### src/rtl/tx_frame_scheduler.sv
// Round-robin frame scheduler: grants one channel at a time and wraps a fixed
// burst from its buffer as header, payload and XOR checksum bytes.
module tx_frame_scheduler #(
  parameter int              NCH       = 3,
  parameter int              DW        = 8,
  parameter int              BURST     = 4,
  parameter logic [5:0]      HDR_TAG   = 6'b101001,
  parameter logic [DW-1:0]   IDLE_BYTE = 8'h00
) (
  input  logic              clk,
  input  logic              arst,
  input  logic [NCH-1:0]    input_ready,
  input  logic [NCH-1:0]    channel_enable,
  input  logic [NCH*DW-1:0] input_data,
  output logic [NCH-1:0]    read_req,
  output logic [DW-1:0]     output_data,
  output logic              output_valid,
  output logic [1:0]        grant_id,
  output logic [15:0]       frame_count
);

  typedef enum logic [1:0] {IDLE, HDR, PAY, CHK} state_t;

  state_t          state_q, state_n;
  logic [1:0]      last_q, last_n;
  logic [1:0]      grant_q, grant_n;
  logic [7:0]      cnt_q, cnt_n;
  logic [DW-1:0]   chk_q, chk_n;
  logic [DW-1:0]   byte_q, byte_n;
  logic            vld_q, vld_n;
  logic [NCH-1:0]  rr_q, rr_n;
  logic [15:0]     fc_q, fc_n;

  logic [NCH-1:0]  eligible;
  logic [DW-1:0]   lanes [NCH];
  logic [DW-1:0]   pay_byte;
  logic [DW-1:0]   hdr_byte;
  logic [NCH-1:0]  win_onehot;
  logic            win_found;
  logic [1:0]      win_id;

  assign eligible = input_ready & channel_enable;

  always_comb begin
    for (int c = 0; c < NCH; c++) begin
      lanes[c] = input_data[c*DW +: DW];
    end
  end

  assign pay_byte = lanes[grant_q];

  // Round-robin search starting just after the last granted channel
  always_comb begin
    logic [1:0] idx;
    win_found = 1'b0;
    win_id    = '0;
    idx       = '0;
    for (int i = 1; i <= NCH; i++) begin
      idx = 2'((int'(last_q) + i) % NCH);
      if (!win_found && eligible[idx]) begin
        win_found = 1'b1;
        win_id    = idx;
      end
    end
  end

  assign hdr_byte   = {HDR_TAG, win_id};
  assign win_onehot = NCH'(1) << win_id;

  always_comb begin
    state_n = state_q;
    last_n  = last_q;
    grant_n = grant_q;
    cnt_n   = cnt_q;
    chk_n   = chk_q;
    byte_n  = byte_q;
    vld_n   = vld_q;
    rr_n    = rr_q;
    fc_n    = fc_q;
    case (state_q)
      IDLE, CHK: begin
        if (state_q == CHK) begin
          fc_n = fc_q + 16'd1;
        end
        if (win_found) begin
          state_n = HDR;
          grant_n = win_id;
          last_n  = win_id;
          byte_n  = hdr_byte;
          chk_n   = hdr_byte;
          vld_n   = 1'b1;
          rr_n    = win_onehot;
        end else begin
          state_n = IDLE;
          byte_n  = IDLE_BYTE;
          vld_n   = 1'b0;
          rr_n    = '0;
        end
      end
      HDR: begin
        state_n = PAY;
        cnt_n   = '0;
        vld_n   = 1'b1;
        if (BURST <= 1) begin
          rr_n = '0;
        end
      end
      PAY: begin
        chk_n = chk_q ^ pay_byte;
        if (cnt_q == 8'(BURST-1)) begin
          state_n = CHK;
          byte_n  = chk_q ^ pay_byte;
          rr_n    = '0;
        end else begin
          cnt_n = cnt_q + 8'd1;
          // The buffer answers one cycle late, so the last payload cycle needs no strobe
          if (cnt_n >= 8'(BURST-1)) begin
            rr_n = '0;
          end
        end
      end
      default: begin
        state_n = IDLE;
      end
    endcase
  end

  always_ff @(posedge clk) begin
    if (arst) begin
      state_q <= IDLE;
      last_q  <= 2'(NCH-1);
      grant_q <= '0;
      cnt_q   <= '0;
      chk_q   <= '0;
      byte_q  <= IDLE_BYTE;
      vld_q   <= 1'b0;
      rr_q    <= '0;
      fc_q    <= '0;
    end else begin
      state_q <= state_n;
      last_q  <= last_n;
      grant_q <= grant_n;
      cnt_q   <= cnt_n;
      chk_q   <= chk_n;
      byte_q  <= byte_n;
      vld_q   <= vld_n;
      rr_q    <= rr_n;
      fc_q    <= fc_n;
    end
  end

  // Payload bytes come straight from the buffer's registered read port
  assign output_data  = (state_q == PAY) ? pay_byte : byte_q;
  assign output_valid = vld_q;
  assign read_req     = rr_q;
  assign grant_id     = grant_q;
  assign frame_count  = fc_q;

endmodule

### config.mk
export PLATFORM = sky130hd
export DESIGN_NAME = tx_frame_scheduler
export DESIGN_NICKNAME = d
export VERILOG_FILES = /design/src/rtl/tx_frame_scheduler.sv
export SDC_FILE = /design/constraint.sdc
export NUM_CORES = 1
export LEC_CHECK = 0
export BUFFER_PORTS_ARGS = -buffer_cell sky130_fd_sc_hd__clkbuf_2
export CAP_MARGIN = 20
export CORE_MARGIN = 4
export CORE_UTILIZATION = 50
export CTS_CLUSTER_SIZE = 28
export DETAILED_ROUTE_END_ITERATION = 10
export PLACE_DENSITY = 0.74
export SYNTH_ARGS = -nofsm -noshare
export SYNTH_HDL_FRONTEND = slang
export SYNTH_SLANG_ARGS = --single-unit
### constraint.sdc
create_clock -name clk -period 3.2 [get_ports clk]
set_input_delay 0.48 -clock clk [delete_from_list [all_inputs] [get_ports clk]]
set_output_delay 0.48 -clock clk [all_outputs]
set_load 0.02 [all_outputs]
# After elaboration in Yosys (flattened, before gate mapping)
# Index checks and enable logic that the tools add are counted.
word_totals:
  output_inout_bits: 30
  latchBits: 0
  reg_bits: 50
  mem_count: 0
  rom_bits: 0
  wordCells: 81
  inputBits: 32
  mem_bits_rw: 0
op_classes:
  n_mul: 0
  n_shift: 1
  reduce_logical: 15
  n_bitwise: 3
  n_eq_ne: 8
  muxes: 32
  n_lt_le_gt_ge: 5
  div: 3
  n_addsub: 5
op_table:
  columns: ["op", "count"]
  rows:
  - ["remainder unit 32 x 3 -> 32 bit (second input constant)", 3]
  - ["two-way mux 8 bit", 7]
  - ["case mux 8 bit (2 select lines)", 3]
  - ["adder 16 x 1 -> 16 bit (second input constant)", 1]
  - ["binary-select mux 8 bit (select 2 bit)", 1]
  - ["AND reduction 2 bit", 6]
  - ["less-than comparator 2 x 3 -> 1 bit (second input constant)", 3]
  - ["two-way mux 3 bit", 3]
  - ["adder 8 x 1 -> 8 bit (second input constant)", 1]
  - ["== test 8 x 2 -> 1 bit (second input constant)", 1]
  - ["greater-or-equal comparator 8 x 2 -> 1 bit (second input constant)", 1]
  - ["two-way mux 1 bit", 8]
  - ["two-way mux 2 bit", 4]
  - ["bitwise XOR 8 bit", 1]
  - ["adder 2 x 2 -> 3 bit (second input constant)", 2]
  - ["binary-select mux 1 bit (select 2 bit)", 3]
  - ["inequality test 2 bit (second input constant)", 3]
  - ["case mux 2 bit (3 select lines)", 1]
  - ["case mux 3 bit (2 select lines)", 1]
  - ["nonzero test 2 bit", 3]
  - ["== test 2 bit (second input constant)", 2]
  - ["adder 2 x 1 -> 3 bit (second input constant)", 1]
  - ["AND 3 bit", 1]
  - ["greater-or-equal comparator 3 bit (second input constant)", 1]
  - ["other kinds (9)", 11]

# Logic depth before layout (Yosys ltp)
logic_depth:
  ltp_word: 14
  mapped_depth: 8
  mapped_depth_nobuf: 7

# Worst setup path before layout
# Ideal clock, no wire load.
synth_path:
  path_type: "flip-flop to output port"
  from: "register state_q[0]"
  to: "output output_data[0]"
  path_buffers: 3
  required_time_ps: 2720
  setup_slack_ps: 914
  arrival_time_ps: 1806
  stages_incl_launch_ff: 8
  cell_sequence: "dfxtp_1 > inv_1 > ha_1 > buf_1 > clkbuf_1 > buf_2 > nor2_1 > a21oi_1"
synth_between:
  elab_chain_cells: 2
synth_lines:
  columns: ["item", "line_no", "text"]
  rows:
  - ["start: declaration", "24", "state_t state_q, state_n;"]
  - ["start signal: assignment", "140", "state_q <= state_n;"]
  - ["== test 2 bit", "153", "assign output_data = (state_q == PAY) ? pay_byte : byte_q;"]
  - ["two-way mux 8 bit", "153", null]
  - ["end: declaration", "16", "output logic [DW-1:0] output_data,"]
# Every way passes these cells.

# Worst setup path after layout
layout_path:
  from: "register grant_q[1], in the netlist grant_id[1]"
  to: "output output_data[6]"
layout_between:
  elab_chain_cells: 5
layout_lines:
  columns: ["item", "line_no", "text"]
  rows:
  - ["start: declaration", "26", "logic [1:0] grant_q, grant_n;"]
  - ["start signal: assignment", "142", "grant_q <= grant_n;"]
  - ["NOT 2 -> 3 bit (not written as such)", "50", "assign pay_byte = lanes[grant_q];"]
  - ["binary-select mux 8 bit (select 2 bit)", "50", null]
  - ["two-way mux 8 bit (not written as such) (2 in series)", "50", null]
  - ["two-way mux 8 bit", "153", null]
# Every way passes these cells. The select of a mux whose other input is x is not followed.

==> run_results.csv <==
group,metric,value,unit
timing,rsz0062_at_grt,"no",
hold_path,hold_class,"flop to flop",
detailed_routing,detail-route-antenna-nets,0,
flow_run,cap_violations,0,
finish,drive_above_1_share,23.60,%
power_and_ir_drop,vdd_ir_drop_max,0.3247,mV
synthesis,synth-simple-area-share,25.19,%
floorplan,die_w,83.78,µm
timing,post-route-period-util,77.56,%
critical_path,max_stage_delay,0.61,ns
clock_tree,clockBufferDepth,2,
critical_path,cp_slowest_cell,"dfxtp_1",
finish,syn_to_final_growth,14.42,%
placed_design,hpwl,4.850,mm
clock_tree,cts_buffers,5,
detailed_routing,routedWlPerCell,13.91,µm
critical_path,critical_path_required,2.72,ns
detailed_routing,post-route-drc-count,0,
critical_path,worstPathMaxFanout,11,
synthesis,ys_seq_area_share,34.16,%
critical_path,cp-end-kind,"output pin",
global_route,grt_max_degree,40,
global_route,gr-total-overflow,0,
timing,maxSlewHeadroom,60.58,%
status,status,"complete, no violations",
critical_path,crit_type,"flop to output pin",
synthesis,synthAdderAreaFrac,4.357,%
clock_tree,cts_tree,"built",
critical_path,cp_data_arrival_time,2.00,ns
finish,stdcell_count,466,
detailed_routing,drtIter0Drc,167,
synthesis,netlist.area_leader.share,34.16,%
clock_tree,clk_pin_slew,0.09,ns
placed_design,gp_congestion,0.8416,
placed_design,place_ws,0.7780,ns
floorplan,die_area,7019,µm²
clock_tree,cts_max_level,2,
timing,final.setup.tns,0,ns
synthesis,netlist_instances,340,
power_and_ir_drop,power.density,719.2,nW/µm²
timing,clock.fmax,0.4029,GHz
finish,diodes,0,
clock_tree,clk_latency,0.30,ns
synthesis,synth_top_family_by_area,"simple AND/OR/NAND/NOR gates",
synthesis,synth_top_area_cell,"dfxtp_1",
timing,finalHoldViolations,0,
global_route,track_usage,19.00,%
synthesis,async_flop_share,0,%
critical_path,cp-start-kind,"flop",
global_route,grt_pass1_wl,11.23,mm
floorplan,die_h,83.78,µm
detailed_routing,vias,2583,
clock_tree,cts_sinks,49,
detailed_routing,vias_per_cell,5.543,
power_and_ir_drop,leakage,0.001296,µW
floorplan,num_io_pins,62,
synthesis,synthMuxAreaShare,5.926,%
timing,max_slew.worst_pin.slew,0.5874,ns
clock_tree,post-cts-setup-buffers,0,
timing,drv_slew,0,
synthesis,syn_area_per_cell,8.446,µm²
floorplan,core,5540,µm²
detailed_routing,wl,6.481,mm
clock_tree,cts-root-buf,"clkbuf_8",
detailed_routing,detail_route.first_pass.iterations,4,
placed_design,dpl.cell_count,458,
floorplan,initial_utilization,51.83,%
synthesis,netlist_top_cells_count,"dfxtp_1 (49), nor2_1 (42), nand2_1 (31)",
timing,skew,0.005857,ns
synthesis,yosys_register_bits,49,
finish,fin_nets,435,
placed_design,portBuffers,61,
global_route,antenna_found_initial,0,
clock_tree,cts_resized,0,
synthesis,syn-num-nets,382,
synthesis,synthTopCellsByArea,"dfxtp_1 (34%), nor2_1 (5.5%), ha_1 (4.4%)",
timing,setup_viol,0,
floorplan,rows,27,
synthesis,synth_xor_area_share,6.710,%
synthesis,ys.flop_type,"dfxtp_1",
synthesis,synthDistinctLibCells,55,
global_route,grt_pass1_vias,2397,
timing,setup_slack,0.7181,ns
synthesis,yosysMostFrequentCell,"dfxtp_1",
timing,fin_crit,2.482,ns
clock_tree,hold_buffers,0,
synthesis,synth-warning-count,0,
critical_path,path_cells,"mux2_2 > a22oi_1 > a21oi_1 > clkbuf_2",
synthesis,synth_edf_count,0,
synthesis,synth_compound_area_share,18.91,%
synthesis,synth.cell_area,2872,µm²
[layer usage]
metal	track usage (%)	vias to the layer above	part of all wire, %
li1	-	1336	-
met1	25.24	1168	47
met2	29.93	69	46
met3	4.442	10	5.3
met4	7.018	0	1.6
met5	0	-	0
[report_power, final]
group	total [µW]	leakage (µW)	internal, µW	switching, µW
clock network	364	0.0000374	154	209
registers	820	0.000399	723	97.0
logic	1180	0.000860	445	734
[state kept, by name (all words and copies together) (netlist names)]
| register | count |
|---|---|
| frame_count | 16 |
| byte_q | 8 |
| chk_q | 8 |
| cnt_q | 8 |
| read_req | 3 |
| last_q | 2 |
| state_q | 2 |
| grant_id | 1 |
| output_valid | 1 |
[critical path, delay by kind of cell, from the launching register on]
kind                   cells  cell delay, ns
AO/OA/AOI/OAI              2            0.53
buffers and inverters      1            0.18
flip-flops                 1            0.61
multiplexers               1            0.38
[kinds of logic (layout without fill, tap and decap cells)]
family / Yosys count / after routing
AO/OA/AOI/OAI: 72 / 72
XOR/XNOR: 22 / 22
adder cells (fa/ha/maj): 10 / 10
buffers and inverters: 31 / 85
flip-flops: 49 / 49
multiplexers: 16 / 16
AND/OR/NAND/NOR: 140 / 140
[worst paths after layout]
kind	startpoint	to	slack [ns]	cells past startpoint
max	grant_id[1]	output_data[6]	0.72	4
min	byte_q[6]	byte_q[6]	0.46	2
max reg2reg	last_q[0]	chk_q[2]	0.74	6
min reg2reg	byte_q[6]	byte_q[6]	0.46	2
[layout make-up]
cell class	instances	area, µm²
fill	521	2255
multi-input combinational	260	1754
sequential	49	980.9
timing repair buffer	63	320.3
tap	72	90.09
clock buffer	6	72.57
inverter	14	52.55
clock inverter	2	15.01
[metrics by stage]
| step | power (µW) | hold slack [ns] | utilization [%] | instance area [µm²] |
|---|---|---|---|---|
| 5_1_grt | 2551 | 0.4761 | 59.30 | 3286 |
| 3_3_place_gp | 1984 | 0.4411 | 57.72 | 3198 |
| 6_report | 2363 | 0.4573 | 59.30 | 3286 |
| 3_5_place_dp | 2013 | 0.4444 | 57.72 | 3198 |
| 4_1_cts | 2382 | 0.4584 | 59.30 | 3286 |
| 2_1_floorplan | 1723 | 0.4323 | - | 2872 |
[cell usage in the layout (no fill, tap or decap), types with 5 or more instances in the layout]
cell type / synthesis / layout
inv_1: 14 / 14
mux2i_1: 8 / 8
mux2_2: 8 / 8
o21ai_0: 8 / 8
xnor2_1: 13 / 13
nor3_1: 16 / 16
clkbuf_2: 0 / 61
a211oi_1: 7 / 7
a22oi_1: 6 / 6
a21oi_1: 22 / 22
nor2_1: 42 / 42
nand3_1: 13 / 13
nand2_1: 31 / 31
nand4_1: 7 / 7
xor2_1: 9 / 9
clkbuf_8: 0 / 5
ha_1: 10 / 10
dfxtp_1: 49 / 49
Power figures use the tool's default switching activity.
